==> config.mk <==
export PLATFORM = sky130hd
export DESIGN_NAME = comm_activity_monitor
export DESIGN_NICKNAME = d
export VERILOG_FILES = /design/src/rtl/comm_activity_monitor.sv
export SDC_FILE = /design/constraint.sdc
export NUM_CORES = 1
export LEC_CHECK = 0
export CORE_MARGIN = 5
export CORE_UTILIZATION = 45
export DETAILED_ROUTE_END_ITERATION = 10
export PLACE_DENSITY = 0.69
export REMOVE_ABC_BUFFERS = 1
export SYNTH_ARGS = -nofsm -noshare
export SYNTH_HDL_FRONTEND = slang
export SYNTH_SLANG_ARGS = --single-unit
==> constraint.sdc <==
create_clock -name sys_clk -period 2.2 [get_ports sys_clk]
set_input_delay 0.44 -clock sys_clk [delete_from_list [all_inputs] [get_ports sys_clk]]
set_output_delay 0.44 -clock sys_clk [all_outputs]
set_load 0.02 [all_outputs]
==> src/rtl/comm_activity_monitor.sv <==
// ---------------------------------------------------------------------------
// comm_activity_monitor
//
// Purpose:
//   Watches the raw intercepted bus lines and produces the comm_active
//   indication that drives the I/O handler's activity LED. It also takes the
//   handler's mode request and applies it to the MITM datapath only while the
//   bus has been quiet long enough, so a mode never changes mid-transfer.
//
// Ports:
//   sys_clk       in   1           system clock, all logic on rising edge
//   rst           in   1           asynchronous, active-high reset
//   bus_lines     in   NUM_LINES   raw asynchronous bus lines
//   mode_request  in   MODE_WIDTH  requested mode (I/O handler mode_select)
//   comm_active   out  1           bus activity indication, registered
//   mode_active   out  MODE_WIDTH  mode applied to MITM core, registered
//   mode_pending  out  1           mode_request != mode_active (combinational)
// ---------------------------------------------------------------------------
module comm_activity_monitor #(
  parameter int NUM_LINES   = 4,
  parameter int MODE_WIDTH  = 4,
  parameter int SYNC_STAGES = 2,
  parameter int HOLD_CYCLES = 1200,
  parameter int IDLE_CYCLES = 12000
) (
  input  logic                  sys_clk,
  input  logic                  rst,
  input  logic [NUM_LINES-1:0]  bus_lines,
  input  logic [MODE_WIDTH-1:0] mode_request,
  output logic                  comm_active,
  output logic [MODE_WIDTH-1:0] mode_active,
  output logic                  mode_pending
);

  localparam int HOLD_W  = (HOLD_CYCLES > 1) ? $clog2(HOLD_CYCLES) : 1;
  localparam int IDLE_W  = $clog2(IDLE_CYCLES + 1);
  localparam int PRIME_W = $clog2(SYNC_STAGES + 1);

  localparam logic [HOLD_W-1:0]  HOLD_RELOAD = HOLD_W'(HOLD_CYCLES - 1);
  localparam logic [HOLD_W-1:0]  HOLD_ZERO   = HOLD_W'(0);
  localparam logic [IDLE_W-1:0]  IDLE_MAX    = IDLE_W'(IDLE_CYCLES);
  localparam logic [IDLE_W-1:0]  IDLE_ZERO   = IDLE_W'(0);
  localparam logic [IDLE_W-1:0]  IDLE_ONE    = IDLE_W'(1);
  localparam logic [PRIME_W-1:0] PRIME_LAST  = PRIME_W'(SYNC_STAGES);
  localparam logic [PRIME_W-1:0] PRIME_ONE   = PRIME_W'(1);

  typedef enum logic [0:0] {
    IDLE   = 1'b0,
    ACTIVE = 1'b1
  } state_t;

  // Index 0 is the first flop behind the pin; the last index feeds edge detection.
  logic [SYNC_STAGES-1:0][NUM_LINES-1:0] sync_chain;
  logic [NUM_LINES-1:0]                  synced;
  logic [NUM_LINES-1:0]                  prev;
  logic [PRIME_W-1:0]                    prime_cnt;
  logic                                  primed;
  logic                                  bus_edge;
  logic                                  quiet;
  state_t                                state;
  state_t                                state_next;
  logic [HOLD_W-1:0]                     hold_cnt;
  logic [HOLD_W-1:0]                     hold_next;
  logic [IDLE_W-1:0]                     idle_cnt;

  assign synced = sync_chain[SYNC_STAGES-1];

  // Metastability synchronizer per line plus the previous-sample register.
  always_ff @(posedge sys_clk or posedge rst) begin
    if (rst) begin
      sync_chain <= '{default: '0};
      prev       <= {NUM_LINES{1'b0}};
    end else begin
      sync_chain <= {sync_chain[SYNC_STAGES-2:0], bus_lines};
      prev       <= synced;
    end
  end

  // Priming: the chain and prev start from zero, so compare only once both hold real
  // bus samples; otherwise a bus idling high would look like an edge after reset.
  always_ff @(posedge sys_clk or posedge rst) begin
    if (rst) begin
      prime_cnt <= PRIME_W'(0);
      primed    <= 1'b0;
    end else if (!primed) begin
      if (prime_cnt == PRIME_LAST) begin
        primed <= 1'b1;
      end else begin
        prime_cnt <= prime_cnt + PRIME_ONE;
      end
    end
  end

  assign bus_edge = primed && (synced != prev);

  // Activity FSM state and hold counter registers.
  always_ff @(posedge sys_clk or posedge rst) begin
    if (rst) begin
      state       <= IDLE;
      hold_cnt    <= HOLD_ZERO;
      comm_active <= 1'b0;
    end else begin
      state       <= state_next;
      hold_cnt    <= hold_next;
      comm_active <= (state_next == ACTIVE);
    end
  end

  // Activity FSM next state: any edge (re)loads the hold; expiry returns to IDLE.
  always_comb begin
    state_next = state;
    hold_next  = hold_cnt;
    case (state)
      IDLE: begin
        if (bus_edge) begin
          state_next = ACTIVE;
          hold_next  = HOLD_RELOAD;
        end else begin
          state_next = IDLE;
          hold_next  = hold_cnt;
        end
      end
      ACTIVE: begin
        if (bus_edge) begin
          state_next = ACTIVE;
          hold_next  = HOLD_RELOAD;
        end else if (hold_cnt == HOLD_ZERO) begin
          state_next = IDLE;
          hold_next  = HOLD_ZERO;
        end else begin
          state_next = ACTIVE;
          hold_next  = hold_cnt - HOLD_W'(1);
        end
      end
      default: begin
        state_next = IDLE;
        hold_next  = HOLD_ZERO;
      end
    endcase
  end

  // Quiet-time counter; starts saturated so the bus is treated as quiet after reset.
  always_ff @(posedge sys_clk or posedge rst) begin
    if (rst) begin
      idle_cnt <= IDLE_MAX;
    end else if (bus_edge) begin
      idle_cnt <= IDLE_ZERO;
    end else if (idle_cnt != IDLE_MAX) begin
      idle_cnt <= idle_cnt + IDLE_ONE;
    end
  end

  // An edge in the same cycle as saturation blocks the update.
  assign quiet        = (idle_cnt == IDLE_MAX) && !bus_edge;
  assign mode_pending = (mode_request != mode_active);

  // Mode gating: only the request present when the bus is quiet is applied.
  always_ff @(posedge sys_clk or posedge rst) begin
    if (rst) begin
      mode_active <= {MODE_WIDTH{1'b0}};
    end else if (mode_pending && quiet) begin
      mode_active <= mode_request;
    end
  end

endmodule
==> results of run 1 <==
per-stage QoR:
step | instance area, um^2 | std cells
final | 2460 | 263
after floorplan | 2060 | 183
after CTS | 2460 | 263
after global routing | 2460 | 263
after global placement | 2320 | 255
after detailed placement | 2320 | 255
state kept, by name (all words and copies together) (netlist names):
name and cells:
prev 4, primed 1, hold_cnt 11, prime_cnt 2, synced 4, mode_active 4
sync_chain 4, state 1, idle_cnt 14
placed cells by master, fill, tap and decap left out, types with 3 or more instances in the layout:
cell type	n
nand2b_1	3
ha_1	5
nor2_1	15
o21ai_0	8
dfstp_2	7
mux2_4	4
inv_1	9
clkdlybuf4s50_1	15
o31ai_1	3
nor3_1	8
xnor2_1	13
nand3_1	7
nand2_1	13
dfrtp_1	38
a21oi_1	10
nand4_1	7
clkbuf_8	5
buf_4	4
xor2_1	6
cell type report:
cell class                      instances  area, um^2
Sequential cell                        45        1130
Timing Repair Buffer                   20         200
Fill cell                             387        1950
Tap cell                               52        65.1
Clock buffer                            5        68.8
Multi-Input combinational cell        128         886
Inverter                               10        37.5
Clock inverter                          3        68.8
final timing paths:
| path | to | cells after the start | from | slack, ns |
|---|---|---|---|---|
| worst max register to register | mode_active[2] | 6 | idle_cnt[0] | 0.28 |
| worst min register to register | synced[3] | 0 | sync_chain[3] | 0.35 |
| worst max-delay path | mode_pending | 4 | mode_request[0] | 0.04 |
| min in group asynchronous | sync_chain[3] | 3 | rst | 0.47 |
| worst min-delay path | synced[3] | 0 | sync_chain[3] | 0.35 |
| max in group asynchronous | idle_cnt[5] | 3 | rst | 1.45 |
metal layers:
metal / GRT usage / up-vias / share of wire
li1: - / 701 / -
met1: 0.171 / 684 / 0.50
met2: 0.181 / 14 / 0.45
met3: 0.0336 / 5 / 0.032
met4: 0.0447 / 0 / 0.012
met5: 0 / - / 0
report_power, final:
part	total (uW)	switching, uW	internal (uW)
Sequential	854	9.95	844
Combinational	93.6	45.6	48.0
Clock	740	283	457
Total	1690	339	1350
cells by family after synthesis:
family	count (synthesis)	share of synthesized area
adder cells (fa/ha/maj)	5	0.0302
AND/OR/NAND/NOR	75	0.215
multiplexers	5	0.0338
AO/OA/AOI/OAI	24	0.0682
buffers and inverters	14	0.0253
XOR/XNOR	19	0.0803
flip-flops	45	0.547
==> impl_metrics.yaml, run 1 <==
yosys:
  synth_area_mm2: 0.00207
  ys_seq_area_frac: 0.547
  yosysWarningCount: 0
  ys_ff_latch: 45
  synthFlopType: "dfrtp_1"
  syn_area_per_cell_um2: 11.1
  async_reset_ff_frac: 1.00
  synth_common_cells: "dfrtp_1 (38), nor2_1 (15), nand2_1 (13), xnor2_1 (13)"
  synth_top_cell_by_area: "dfrtp_1"
  synthCells: 187
  synth_edf_count: 0
  netlist.area_leader.share: 0.459
  synth_most_common_cell: "dfrtp_1"
  synth_area_leaders: "dfrtp_1 (46%), dfstp_2 (8.9%), xnor2_1 (5.5%), ha_1 (3.0%), mux2_4 (2.9%)"
  ys_types: 35
clock_tree:
  post_cts_buffers: 0
  ctsResizeCount: 0
  htreeDepth: 2
  cts_tree: "done"
  hold_buffers: 0
  clock_sinks: 45
  cts.root.buffer_cell: "clkbuf_8"
  clk_latency_ns: 0.29
  clockBufferDepth: 2
  numCtsBuffers: 5
  path_clk_slew_ns: 0.08
timing:
  fin_hold_ws_ns: 0.353
  tns_ns: 0
  slew_headroom: 0.711
  finClkSkew_ns: 0.00242
  timing.final.crit_period_ns: 2.16
  tightestPinTransition_ns: 0.429
  rsz0062_at_grt: "false"
  hold_violations: 0
  timing.final.crit_share: 0.980
  setup_viol: 0
  layout_setup_ws_ns: 0.0437
  drv_slew: 0
  max_freq_mhz: 464
min_path:
  holdCritPathClass: "flip-flop to flip-flop"
drt:
  remaining_drc_errors: 0
  wl_per_cell_um: 12.9
  wl_um: 3380
  drt_iter0_drc: 90
  ant_nets: 0
  vias: 1404
  avgViaCountPerCell: 5.34
  firstDrtPassIters: 4
flow_run:
  drv_cap: 0
final_layout:
  area_delta_synth_final_pct: 18.7
  drive_above_1_share: 0.152
  final_core_util: 0.558
  fin_nets: 225
  diodes: 0
global_route:
  grt_first_pass_wirelength_um: 6080
  grt_remaining_overflow: 0
  first_global_vias: 1369
  antenna_found_initial: 0
  track_usage: 0.122
  grt_max_degree: 46
setup_path:
  cp_slowest_cell: "clkdlybuf4s50_1"
  slowest_delay_ns: 0.55
  crit_chain: "clkdlybuf4s50_1, xnor2_1, nand4_1, clkdlybuf4s50_1"
  cpLargestDelayFamily: "buffers and inverters"
  cp_data_arrival_time_ns: 1.72
  crit_path_end_kind: "primary output"
  worst-endpoint-required_ns: 1.76
  path_common_cell: "clkdlybuf4s50_1"
  cp_num_buf_inv: 2
  path_max_fanout: 2
  critPathKind: "primary input to primary output"
  crit_path_start_kind: "primary input"
power:
  ir_worst_vdd_uv: 617
  powerDensity_mw_per_mm2: 686
  p_total_uw: 1690
  power.static_leakage_uw: 0.000936
place:
  place_hpwl_um: 2330
  portBuffers: 15
  place.gp.congestion: 0.762
  dpl_worst_slack_ns: 0.0376
floorplanning:
  floorplan.die_area_mm2: 0.00606
  rows: 24
  die_h_um: 77.9
  ios: 16
  die_w_um: 77.9
  core_mm2: 0.00441
  start_util: 0.470
run_status:
  status: "completed"
Note: power is estimated with default switching activity, not from simulation.
==> run 2: changes to the inputs <==
--- a/config.mk
+++ b/config.mk
@@ -8,7 +8,8 @@
 export CORE_MARGIN = 5
 export CORE_UTILIZATION = 45
 export DETAILED_ROUTE_END_ITERATION = 10
-export PLACE_DENSITY = 0.69
+export DONT_BUFFER_PORTS = 1
+export PLACE_DENSITY = 0.65
 export REMOVE_ABC_BUFFERS = 1
 export SYNTH_ARGS = -nofsm -noshare
 export SYNTH_HDL_FRONTEND = slang
==> run 2 against run 1 <==
Clock-buffer cell count unchanged. Register-to-register slack got worse by 0.11 ns. Core utilization down 3.5 points. Via count is 2.2% lower. Sequential share of layout area up 3.1 points. Die area unchanged. Critical path depth is 2 higher.
==> impl_metrics.yaml, run 2 (same netlist as run 1, synthesis figures left out) <==
drt:
  remaining_drc_errors: 0
  firstDrtPassIters: 4
  vias: 1373
  ant_nets: 0
  wl_um: 3810
  wl_per_cell_um: 15.4
  avgViaCountPerCell: 5.54
  drt_iter0_drc: 102
power:
  p_switching_uw: 331
  ir_worst_vdd_uv: 505
  pwr-share-comb: 0.038
  intPower_uw: 1320
  power.share.sequential: 0.521
  pwr-share-clk: 0.441
  power_switching_share: 0.200
  powerDensity_mw_per_mm2: 716
  power.static_leakage_uw: 0.000878
clock_tree:
  hold_buffers: 0
  clk_latency_ns: 0.30
  clockBufferDepth: 2
  numCtsBuffers: 5
  ctsResizeCount: 0
  htreeDepth: 2
  post_cts_buffers: 0
  path_clk_slew_ns: 0.08
  cts.root.buffer_cell: "clkbuf_8"
  cts_tree: "done"
  clock_sinks: 45
global_route:
  antenna_found_initial: 0
  grt_remaining_overflow: 0
  use_met1: 0.178
  met3_usage: 0.0394
  grt_max_degree: 26
  busiest_layer: "met2"
  met2_usage: 0.223
  track_usage: 0.140
  first_global_vias: 1432
  grt_first_pass_wirelength_um: 6840
timing:
  tns_ns: 0
  rsz0062_at_grt: "false"
  timing.final.crit_period_ns: 2.03
  tightestPinTransition_ns: 0.773
  drv_slew: 0
  max_freq_mhz: 492
  slew_headroom: 0.484
  hold_violations: 0
  setup_viol: 0
  timing.final.crit_share: 0.924
  finClkSkew_ns: 0.00845
  layout_setup_ws_ns: 0.166
final_layout:
  drive_above_1_share: 0.163
  area_delta_synth_final_pct: 11.3
  largest_register_ff_count: 14
  biggestRegsByFlops: "idle_cnt x14, hold_cnt x11"
  layout_commonest_cell: "dfrtp_1"
  top_register: "idle_cnt"
  mostFrequentLayoutCells: "dfrtp_1 (38), nor2_1 (15), nand2_1 (13), xnor2_1 (13)"
  fin_nets: 210
  diodes: 0
floorplanning:
  die_w_um: 77.9
  rows: 24
  die_h_um: 77.9
  ios: 16
  core_mm2: 0.00441
  start_util: 0.470
  floorplan.die_area_mm2: 0.00606
min_path:
  holdCritPathClass: "primary input to asynchronous set/reset pin"
setup_path:
  path_max_fanout: 5
  reg2reg_slack_ns: 0.17
  critPathKind: "flip-flop to flip-flop"
  ff2ff_path_depth: 6
  crit_path_start_kind: "flip-flop"
  cp_data_arrival_time_ns: 2.22
  crit_path_end_kind: "flip-flop"
  worst-endpoint-required_ns: 2.38
place:
  portBuffers: 0
  dpl_worst_slack_ns: 0.177
  place.gp.congestion: 0.797
  place_hpwl_um: 2660
run_status:
  status: "completed"
flow_run:
  drv_cap: 0
-- run 2: changes by cell type in the layout (fill, tap and decap cells not counted) --
cell             delta
clkdlybuf4s50_1    -15
clkinv_1            -1
clkinv_2            +1
inv_1               +1
inv_6               -1
-- run 2: worst paths after layout --
check / startpoint / to
setup / recovery: idle_cnt[0] / mode_active[2]
hold / removal: rst / primed
setup reg to reg: idle_cnt[0] / mode_active[2]
hold reg to reg: sync_chain[2] / synced[2]
max in group asynchronous: rst / sync_chain[2]
min in group sys_clk: bus_lines[3] / sync_chain[3]
-- run 2: layout make-up --
| class | count | area [um^2] |
|---|---|---|
| Tap cell | 52 | 65.1 |
| Inverter | 10 | 37.5 |
| Timing Repair Buffer | 5 | 50.0 |
| Multi-Input combinational cell | 128 | 886 |
| Fill cell | 380 | 2110 |
| Clock buffer | 5 | 68.8 |
| Sequential cell | 45 | 1130 |
| Clock inverter | 3 | 65.1 |
-- run 2: critical path: stages (launching register included) --
cell and delay (ns):
dfrtp_1 0.44, inv_1 0.12, ha_1 0.16, or4b_4 0.47, nor4_4 0.30, nand2b_4 0.12
mux2_4 0.31
-- run 2: routing by layer --
metal,up-vias,routed length (um)
li1,668,-
met4,0,78
met2,19,1820
met5,-,0
met3,9,136
met1,677,1780
-- run 2: power by group through the flow --
stage / clock network (uW) / registers [uW] / logic (uW)
final: 729 / 861 / 62.6
after global routing: 787 / 864 / 71.5
after CTS: 752 / 862 / 64.8
after detailed placement: 0 / 877 / 64.9
after global placement: 0 / 876 / 62.2
after floorplan: 0 / 874 / 45.5
-- run 2: per-stage QoR --
| step | cells | instance area (um^2) | utilization | power, uW | hold slack [ns] |
|---|---|---|---|---|---|
| final | 248 | 2310 | 0.523 | 1650 | 0.160 |
| after global routing | 248 | 2310 | 0.523 | 1720 | 0.136 |
| after CTS | 248 | 2310 | 0.523 | 1680 | 0.146 |
| after detailed placement | 240 | 2170 | 0.492 | 942 | 0.336 |
| after global placement | 240 | 2170 | 0.492 | 938 | 0.335 |
| after floorplan | 183 | 2060 | - | 919 | 0.331 |
